<file path="src/rtl/alu_arbiter.sv">
// Two-requester front end for a shared single-cycle ALU: arbitrates, holds one
// operation in flight, and returns the registered result to the granted requester.
module alu_arbiter #(
  parameter bit RR_EN = 1'b1
) (
  input  logic       clk,
  input  logic       rst_n,
  input  logic [1:0] req_valid,
  output logic [1:0] req_ready,
  input  logic [3:0] req_cmd0,
  input  logic [3:0] req_cmd1,
  input  logic [7:0] req_a0,
  input  logic [7:0] req_b0,
  input  logic [7:0] req_a1,
  input  logic [7:0] req_b1,
  output logic [3:0] alu_cmd,
  output logic [7:0] alu_inA,
  output logic [7:0] alu_inB,
  output logic       alu_sc_i,
  input  logic [7:0] alu_rslt,
  input  logic       alu_sc_o,
  input  logic       alu_one,
  output logic [1:0] rsp_valid,
  input  logic [1:0] rsp_ready,
  output logic [7:0] rsp_rslt,
  output logic       rsp_one,
  output logic       rsp_pari
);

  typedef enum logic [1:0] {IDLE = 2'd0, EXEC = 2'd1, RESP = 2'd2} state_t;

  typedef struct packed {
    logic [3:0] cmd;
    logic [7:0] a;
    logic [7:0] b;
  } op_t;

  localparam logic [3:0] CMD_EQ = 4'b1101;
  localparam logic [3:0] CMD_LT = 4'b1110;

  state_t        state, state_nxt;
  op_t     [1:0] req_op;
  op_t           hold_op;
  logic          hold_id;
  logic          last_grant;
  logic    [1:0] carry;
  logic          gnt_id;
  logic          accept;

  assign req_op[0] = '{cmd: req_cmd0, a: req_a0, b: req_b0};
  assign req_op[1] = '{cmd: req_cmd1, a: req_a1, b: req_b1};

  assign alu_cmd  = hold_op.cmd;
  assign alu_inA  = hold_op.a;
  assign alu_inB  = hold_op.b;
  assign alu_sc_i = carry[hold_id];
  assign accept   = |(req_valid & req_ready);

  // Tie-break: alternate away from the last winner, or always favour requester 0.
  always_comb begin
    gnt_id = 1'b0;
    if (&req_valid)
      gnt_id = RR_EN ? ~last_grant : 1'b0;
    else if (req_valid[1])
      gnt_id = 1'b1;
  end

  // Handshake outputs are masked while reset is asserted so nothing is accepted
  // or reported from a state that is about to be discarded.
  always_comb begin
    state_nxt = state;
    req_ready = 2'b00;
    rsp_valid = 2'b00;
    case (state)
      IDLE: begin
        if (rst_n && |req_valid) begin
          req_ready[gnt_id] = 1'b1;
          state_nxt         = EXEC;
        end
      end
      EXEC: state_nxt = RESP;
      RESP: begin
        rsp_valid[hold_id] = rst_n;
        if (rsp_ready[hold_id])
          state_nxt = IDLE;
      end
      default: state_nxt = IDLE;
    endcase
  end

  always_ff @(posedge clk) begin
    if (!rst_n)
      state <= IDLE;
    else
      state <= state_nxt;
  end

  always_ff @(posedge clk) begin
    if (!rst_n) begin
      hold_op    <= '0;
      hold_id    <= 1'b0;
      last_grant <= 1'b1;
      carry      <= 2'b00;
      rsp_rslt   <= 8'h00;
      rsp_one    <= 1'b0;
      rsp_pari   <= 1'b0;
    end else begin
      if (accept) begin
        hold_op    <= req_op[gnt_id];
        hold_id    <= gnt_id;
        last_grant <= gnt_id;
      end
      if (state == EXEC) begin
        rsp_rslt       <= alu_rslt;
        rsp_pari       <= ^alu_rslt;
        rsp_one        <= (hold_op.cmd == CMD_EQ || hold_op.cmd == CMD_LT) ? alu_one : 1'b0;
        carry[hold_id] <= alu_sc_o;
      end
    end
  end

endmodule

</file>
<file path="config.mk">
export PLATFORM = sky130hd
export DESIGN_NAME = alu_arbiter
export DESIGN_NICKNAME = d
export VERILOG_FILES = /design/src/rtl/alu_arbiter.sv
export SDC_FILE = /design/constraint.sdc
export NUM_CORES = 1
export LEC_CHECK = 0
export CORE_MARGIN = 5
export CORE_UTILIZATION = 34
export CTS_CLUSTER_SIZE = 12
export DETAILED_ROUTE_END_ITERATION = 7
export HOLD_SLACK_MARGIN = 0.06
export MAX_ROUTING_LAYER = met4
export PLACE_DENSITY_LB_ADDON = 0.08
export SETUP_SLACK_MARGIN = 0.02
export SLEW_MARGIN = 20
export SYNTH_ARGS = -nofsm -noshare
export SYNTH_HDL_FRONTEND = slang
export SYNTH_SLANG_ARGS = --single-unit
</file>
<file path="constraint.sdc">
create_clock -name clk -period 1 [get_ports clk]
set_input_delay 0.1 -clock clk [delete_from_list [all_inputs] [get_ports clk]]
set_output_delay 0.1 -clock clk [all_outputs]
set_load 0.03 [all_outputs]
</file>
==> impl_metrics.csv, run 1 <==
group,metric,value,unit
run_status,status,"complete, but fails checks",
run_status,failed_checks,"setup timing",
sta,worst-slew-pin-transition,0.302,ns
final_layout,n_fill_cell,333,
min_path,min_path_cells,2,
grt,grt_pass1_vias,1892,
critical_path,cp_data_required_time,1.22,ns
final_layout,area_growth,112,%
critical_path,criticalPathCategory,"reg2reg",
synth,ys_seq_area_share,46.6,%
sta,rsz0062_at_grt,"true",
power,power,4820,µW
sta,hold_slack,0.329,ns
final_layout,multi_input_area,1110,µm²
clocking,clkLatencyLatePin,0.29,ns
grt,grt.overflow.total,0,
final_layout,diodes,0,
placement,hpwl,3.51,mm
critical_path,worstSetupEndpointType,"flop",
floorplan,fp-row-count,24,
floorplan,die_h,77.5,µm
floorplan,die_x,77.5,µm
critical_path,startpoint_type,"flop",
synth,syn_inst,185,
placement,gp_congestion,0.710,
clocking,clk_pin_slew,0.07,ns
final_layout,final_cell_mix,"clkdlybuf4s50_1 (52), buf_4 (42), dfxtp_1 (29)",
sta,worst_slack,-0.267,ns
sta,maxSlewHeadroom,79.7,%
sta,period_needed,1.27,ns
sta,slew_viol_final,0,
floorplan,die-area,6000,µm²
clocking,cts-root-buf,"clkbuf_8",
critical_path,worstPathCellList,"buf_6 > nor3_4 > buf_6 > clkbuf_16 > o21ai_1 > a21oi_1",
clocking,cts_buffers,5,
placement,io_buffers,90,
floorplan,io_pins,91,
power,power_leakage,0.00132,µW
synth,syn_nets,241,
route,num_vias,1801,
synth,synth_edf_count,0,
critical_path,worstPathArrival,1.49,ns
synth,synthFlopType,"dfxtp_1",
sta,fin_setup_tns,-6.89,ns
final_layout,drive_gt1_share,49.5,%
synth,async_flop_share,0,%
route,drtIter0Drc,46,
critical_path,reg2reg_depth,6,
route,remaining_drc_errors,0,
sta,fin_crit_sh,127,%
final_layout,register_area,737,µm²
sta,max_freq,0.789,GHz
critical_path,path_buf_inv,3,
critical_path,cp_slowest_stage_delay,0.38,ns
sta,hold_violations,0,
grt,grt_pass1_wl,9.05,mm
clocking,htreeDepth,2,
critical_path,slowest_stage,"dfxtp_4",
route,routed_wl,5.82,mm
synth,ys.warnings.count,0,
clocking,cts_buffer_depth,2,
grt,antenna_found_initial,0,
sta,skew,0.00661,ns
final_layout,mostFrequentLayoutCell,"clkdlybuf4s50_1",
grt,grt_use_total,18.9,%
route,viasPerCell,5.07,
synth,yosys_register_bits,36,
critical_path,critPathTopFamily,"buffers and inverters",
power,max-vdd-ir-drop,0.00105,V
critical_path,cpMostUsedCell,"buf_6",
sta,setup_viol,40,
grt,grt_max_degree,21,
floorplan,initial_utilization,35.3,%
clocking,cts_tree,"yes",
power,powerDensity,1470,nW/µm²
synth,yosysUniqueCellTypes,27,
min_path,min_path_type,"in2reg",
job,maxCapViolCount,0,
clocking,numClockSinks,36,
clocking,holdBufCountCts,0,
critical_path,crit_fanout,5,
floorplan,core_area,4380,µm²
critical_path,cp.depth,6,
route,ant_nets,0,
synth,syn_area,1550,µm²
final_layout,final_nets,358,
route,routedWlPerCell,16.4,µm
route,drtPass1Iterations,4,
synth,syn_area_per_cell,8.37,µm²
==> cell families after synthesis <==
group,count (synthesis),synth area share [%]
AO/OA/AOI/OAI,79,29.3
XOR/XNOR,8,4.53
buffers and inverters,16,5.50
flip-flops,36,46.6
multiplexers,2,1.37
AND/OR/NAND/NOR,44,12.8
==> final cells by class <==
| type | count | share of cell area (%) |
|---|---|---|
| Tap cell | 52 | 1.98 |
| Sequential cell | 36 | 22.4 |
| Clock inverter | 2 | 1.07 |
| Multi-Input combinational cell | 134 | 33.8 |
| Clock buffer | 6 | 2.21 |
| Inverter | 1 | 0.114 |
| Timing Repair Buffer | 124 | 38.4 |
==> worst paths after layout <==
check	from	endpoint	slack, ns
setup / recovery	state[0]	alu_inB[7]	-0.27
hold / removal	rst_n	state[1]	0.33
setup reg to reg	state[0]	alu_inB[7]	-0.27
hold reg to reg	rsp_rslt[0]	rsp_rslt[0]	0.45
==> flip-flops by register name, summed over array words and instances, names as in the netlist <==
| name | cells |
|---|---|
| alu_cmd | 4 |
| alu_inA | 8 |
| alu_inB | 8 |
| carry | 2 |
| hold_id | 1 |
| last_grant | 1 |
| rsp_one | 1 |
| rsp_pari | 1 |
| rsp_rslt | 8 |
| state | 2 |
==> worst register-to-register path, delay by kind of cell, from the launching register on <==
family / cells / cell delay (ns)
buffers and inverters: 3 / 0.43
AOI/OAI and AO/OA: 2 / 0.20
DFF: 1 / 0.38
and+or+nand+nor: 1 / 0.18
==> synth_stat cells (4+ instances only) <==
library cell,n,share of area (%)
dfxtp_1,36,47
a21oi_1,24,7.8
nand2_1,24,5.8
o22ai_1,20,8.1
o21ai_0,19,6.1
a21boi_1,9,4.4
buf_2,8,2.6
xnor2_1,8,4.5
nor2_1,7,1.7
buf_4,4,1.9
nor2b_1,4,1.6
o21ai_1,4,1.3
==> timing repair <==
action | 4_1_cts | 5_1_grt
endpoints found under the setup margin | 40 | 41
cloned | 2 | 4
pin swaps | 6 | 12
setup buffers | 8 | 6
resized for setup | 73 | 59
==> report_power, final <==
| group | switching (µW) | internal, µW | leakage (µW) |
|---|---|---|---|
| Sequential | 130 | 1590 | 0.000300 |
| Combinational | 908 | 946 | 0.000961 |
| Clock | 506 | 740 | 0.0000552 |
| Total | 1540 | 3270 | 0.00132 |
==> stage by stage <==
stage | worst slack [ns] | util [%] | cells | instance area [µm²]
after global placement | -0.347 | 58.2 | 328 | 2550
after global routing | -0.339 | 74.9 | 355 | 3290
after CTS | -0.231 | 67.4 | 346 | 2950
final | -0.267 | 74.9 | 355 | 3290
after floorplan | 0.0158 | - | 185 | 1580
after detailed placement | -0.377 | 58.2 | 328 | 2550
==> per-layer routing <==
metal	up-vias	routed length, µm	track usage, %
li1	887	-	-
met1	854	2330	20.8
met2	52	3140	34.3
met3	8	296	4.28
met4	0	53	4.64
met5	-	0	-
Power figures use the tool's default switching activity.
==> run 2: changes to the inputs <==
- CORE_MARGIN: 5 -> 3
==> run 2 against run 1 <==
  * Global-route usage is 0.15 points higher
  * Largest cell class unchanged
  * Power shrank 11%
  * Fmax up 3.2%
  * Critical path depth shrank 3
  * Highest routed layer unchanged
  * Critical path type is now reg2out
  * Setup slack gained 0.039 ns
  * Cell area down 12%
  * Combinational power is 18% lower
  * Clock power is 12% lower
  * The flow still finishes with violations (setup timing)
  * Worst hold slack worse by 0.015 ns
  * Flip-flop and latch count stayed put
  * First-iteration DRC count is 41% higher
  * Clock skew is 0.0040 ns lower
==> impl_metrics.csv, run 2 (same netlist as run 1, synthesis figures left out) <==
group,metric,value,unit
power,powerDensity,1480,nW/µm²
floorplan,core_area,4200,µm²
final_layout,final_nets,354,
placement,gp_congestion,0.794,
critical_path,startpoint_type,"flop",
grt,grt_max_degree,21,
sta,hold_violations,0,
final_layout,final_cell_mix,"clkdlybuf4s50_1 (52), buf_4 (49), dfxtp_1 (30)",
floorplan,die_h,73.5,µm
final_layout,instances_no_fill,348,
sta,hold_slack,0.314,ns
sta,worst-slew-pin-transition,0.245,ns
grt,grt_pass1_vias,1715,
power,max-vdd-ir-drop,0.000678,V
clocking,cts_tree,"yes",
critical_path,cp.depth,3,
floorplan,initial_utilization,36.8,%
route,viasPerCell,5.01,
grt,grt_use_total,19.1,%
route,remaining_drc_errors,0,
run_status,failed_checks,"setup timing",
power,internal_power,2960,µW
floorplan,fp-row-count,23,
power,power,4310,µW
critical_path,slowest_stage,"dfxtp_4",
power,clkPwrFrac,25.6,%
clocking,holdBufCountCts,0,
sta,rsz0062_at_grt,"true",
sta,period_needed,1.23,ns
floorplan,io_pins,91,
power,seq_power_share,39.3,%
route,routed_wl,4.93,mm
grt,grt_pass1_wl,7.82,mm
critical_path,worstPathCellList,"nor2b_4 > and3_4 > buf_6",
critical_path,cp_data_required_time,0.90,ns
power,swShare,31.2,%
placement,io_buffers,90,
clocking,cts-root-buf,"clkbuf_8",
sta,max_freq,0.815,GHz
job,maxCapViolCount,0,
route,drtPass1Iterations,5,
min_path,min_path_type,"in2reg",
route,ant_nets,0,
final_layout,drive_gt1_share,33.2,%
sta,setup_viol,38,
final_layout,final_cell_area,2900,µm²
sta,slew_viol_final,0,
sta,worst_slack,-0.227,ns
final_layout,mostFrequentLayoutCell,"clkdlybuf4s50_1",
placement,place_area,2560,µm²
clocking,clk_pin_slew,0.07,ns
min_path,hp-start,"req_valid[1]",
route,num_vias,1744,
placement,hpwl,3.35,mm
critical_path,cp_slowest_stage_delay,0.38,ns
critical_path,critPathTopFamily,"flip-flops",
clocking,cts_buffers,5,
critical_path,startpoint,"state[1]",
critical_path,criticalPathCategory,"reg2out",
final_layout,post-route-util,69.1,%
min_path,min_path_cells,3,
power,power_leakage,0.00119,µW
clocking,numClockSinks,36,
grt,grt.overflow.total,0,
power,p_sw,1340,µW
floorplan,die-area,5400,µm²
clocking,htreeDepth,2,
final_layout,area_growth,87.6,%
route,routedWlPerCell,14.2,µm
final_layout,diodes,0,
run_status,status,"complete, but fails checks",
critical_path,path_buf_inv,1,
grt,antenna_found_initial,0,
critical_path,worstSetupEndpointType,"primary output",
critical_path,worstPathArrival,1.13,ns
critical_path,regToRegStartpoint,"state[1]",
floorplan,die_x,73.5,µm
power,comb_power_share,35.1,%
critical_path,crit_fanout,5,
critical_path,reg2reg_depth,5,
sta,maxSlewHeadroom,83.6,%
clocking,clkLatencyLatePin,0.28,ns
sta,fin_crit_sh,123,%
sta,skew,0.00257,ns
clocking,cts_buffer_depth,2,
placement,dp_cells,330,
route,drtIter0Drc,65,
-- run 2: cell count changes in the layout (fill, tap and decap cells not counted), sizes merged --
cell,delta
and2b,-1
bufinv,-1
buf,-1
clkbuf,-1
clkinv,-1
-- run 2: layout make-up --
type                            count  area (µm²)
Fill cell                         353        1300
Timing Repair Buffer              121        1150
Tap cell                           50        62.6
Clock buffer                        7        96.3
Inverter                            1        3.75
Multi-Input combinational cell    133         857
Sequential cell                    36         736
-- run 2: layer usage --
metal	vias up	routed length [µm]	GRT usage (%)
met5	-	0	-
met4	0	43	6.84
met1	802	2030	22.4
li1	881	-	-
met2	55	2530	31.7
met3	6	329	4.51
-- run 2: power by group through the flow --
stage	clock [µW]	combinational (µW)	sequential, µW
5_1_grt	1200	1620	1710
6_report	1100	1510	1690
3_3_place_gp	0	1330	1700
2_1_floorplan	0	462	1940
3_5_place_dp	0	1340	1700
4_1_cts	1140	1460	1680
-- run 2: stage by stage --
stage,TNS [ns],worst slack (ns)
after detailed placement,-11.67,-0.407
after global routing,-8.10,-0.280
final,-5.51,-0.227
after CTS,-6.15,-0.230
after floorplan,0,0.0158
after global placement,-11.13,-0.370
-- run 2: timing repair --
item	4_1_cts	5_1_grt
gates cloned	2	0
setup buffers	7	2
pin swaps	9	1
endpoints found under the setup margin	41	40
resized for setup	44	19
-- run 2: tightest hold or removal path: stages --
cell and delay, ns:
dlygate4sd2_1 0.27, nor2_1 0.10, nor2_1 0.09
-- run 2: worst paths after layout --
path,slack (ns),to
setup / recovery,-0.23,rsp_valid[1]
hold / removal,0.31,state[0]
setup reg to reg,-0.16,alu_cmd[1]
hold reg to reg,0.45,carry[1]
==> run 3: changes to the inputs <==
- SETUP_SLACK_MARGIN: 0.02 -> unset
==> run 3 against run 2 <==
  * The flow still finishes with violations (setup timing)
  * Clock power down 18%
  * Power up 0.31%
  * Die area unchanged
  * Via count up 2.6%
  * Sequential share of layout area down 1.8 points
  * Routed wire length up 11%
  * Worst hold slack better by 0.080 ns
  * Sequential power about the same
  * Combinational power up 15%
  * Critical path depth up 1
  * Fmax down 4.9%
  * Cell area up 7.4%
  * Largest cell class unchanged
  * Largest power group is now combinational cells
==> impl_metrics.csv, run 3 (same netlist as run 1, synthesis figures left out) <==
group,metric,value,unit
route,remaining_drc_errors,0,
route,drtIter0Drc,70,
run_status,status,"complete, but fails checks",
sta,slew_viol_final,0,
sta,worst-slew-pin-transition,0.279,ns
route,drtPass1Iterations,4,
job,maxCapViolCount,0,
final_layout,final_nets,364,
sta,hold_violations,0,
power,power_leakage,0.00127,µW
critical_path,worstSetupEndpointType,"primary output",
final_layout,final_cell_mix,"clkdlybuf4s50_1 (53), buf_4 (49), dfxtp_1 (32)",
clocking,clkLatencyLatePin,0.27,ns
critical_path,crit_fanout,3,
route,topRoutingLayerUsed,"met4",
route,routedWlPerCell,15.3,µm
final_layout,final_cell_area,3120,µm²
final_layout,register_area,733,µm²
grt,antenna_found_initial,0,
floorplan,initial_utilization,36.8,%
min_path,min_path_type,"in2reg",
clocking,holdBufCountCts,0,
route,viasPerCell,5.03,
critical_path,criticalPathCategory,"reg2out",
floorplan,core_area,4200,µm²
clocking,numClockSinks,36,
power,power,4320,µW
placement,place_ws,-0.423,ns
power,max-vdd-ir-drop,0.00110,V
final_layout,area_growth,101,%
route,met2WireLength,2.88,mm
grt,grt_use_total,20.5,%
critical_path,worstPathArrival,1.19,ns
sta,maxSlewHeadroom,81.4,%
sta,rsz0062_at_grt,"true",
grt,grt_max_degree,19,
route,wl_met1,2.35,mm
floorplan,die_x,73.5,µm
floorplan,die-area,5400,µm²
final_layout,drive_gt1_share,41.5,%
critical_path,cp_data_required_time,0.90,ns
sta,max_freq,0.775,GHz
floorplan,io_pins,91,
route,routed_wl,5.46,mm
placement,io_buffers,90,
clocking,cts_buffer_depth,2,
placement,place_area,2580,µm²
grt,grt_pass1_vias,1768,
sta,fin_crit_sh,129,%
sta,worst_slack,-0.291,ns
placement,dp_cells,335,
final_layout,diodes,0,
placement,hpwl,3.49,mm
sta,setup_viol,38,
route,ant_nets,0,
sta,period_needed,1.29,ns
final_layout,instances_no_fill,356,
run_status,failed_checks,"setup timing",
grt,grt_pass1_wl,8.35,mm
placement,gp_congestion,0.735,
floorplan,die_h,73.5,µm
clocking,htreeDepth,2,
clocking,clk_pin_slew,0.07,ns
final_layout,post-route-util,74.2,%
grt,grt.overflow.total,0,
sta,skew,0.00687,ns
clocking,cts-root-buf,"clkbuf_8",
route,route.met3.wl,214,µm
critical_path,startpoint_type,"flop",
clocking,cts_buffers,5,
final_layout,multi_input_area,955,µm²
clocking,cts_tree,"yes",
final_layout,n_fill_cell,295,
floorplan,fp-row-count,23,
power,powerDensity,1390,nW/µm²
route,num_vias,1789,
final_layout,mostFrequentLayoutCell,"clkdlybuf4s50_1",
run 3: final cells by class:
cell class,count,share of cell area [%]
tap,50,2.01
clock buffer,5,2.21
sequential,36,23.5
timing repair buffer,131,41.5
inverter,1,0.120
multi-input combinational,133,30.6
run 3: power breakdown:
group | leakage, µW | internal, µW | switching [µW] | total (µW)
combinational | 0.000935 | 883 | 845 | 1730
sequential | 0.000300 | 1580 | 102 | 1690
clock | 0.0000359 | 449 | 455 | 904
total | 0.00127 | 2920 | 1400 | 4320
run 3: per-stage QoR:
stage,TNS [ns],hold slack [ns]
5_1_grt,-8.29,0.414
3_5_place_dp,-11.70,0.445
4_1_cts,-4.99,0.359
3_3_place_gp,-11.08,0.442
2_1_floorplan,-0.695,0.234
6_report,-6.07,0.394
run 3: per-layer routing:
layer  track usage (%)  vias up
li1                  -      901
met1              24.3      834
met2              36.7       52
met3              3.42        2
met4              3.62        0
met5                 -        -
run 3: critical path, stage by stage, from the launching register on:
cell and delay (ns):
dfxtp_4 0.36, buf_6 0.12, nor2b_4 0.12, and3_4 0.19, buf_6 0.12
run 3: timing repair:
| action | CTS | global route |
|---|---|---|
| endpoints found under the setup margin | 40 | 40 |
| pin swaps | 20 | 8 |
| resized for setup | 88 | 13 |
| setup buffers | 8 | 3 |
| gates cloned | 6 | 0 |
| hold endpoints to repair | 0 | 0 |
run 3: path summary, 6_finish.rpt:
check	start	to	slack [ns]	cells past startpoint
worst max-delay path	state[0]	rsp_valid[1]	-0.29	4
worst max register to register	state[0]	alu_cmd[1]	-0.25	6
worst min register to register	rsp_rslt[2]	rsp_rslt[2]	0.45	2
worst min-delay path	req_valid[1]	state[0]	0.39	3
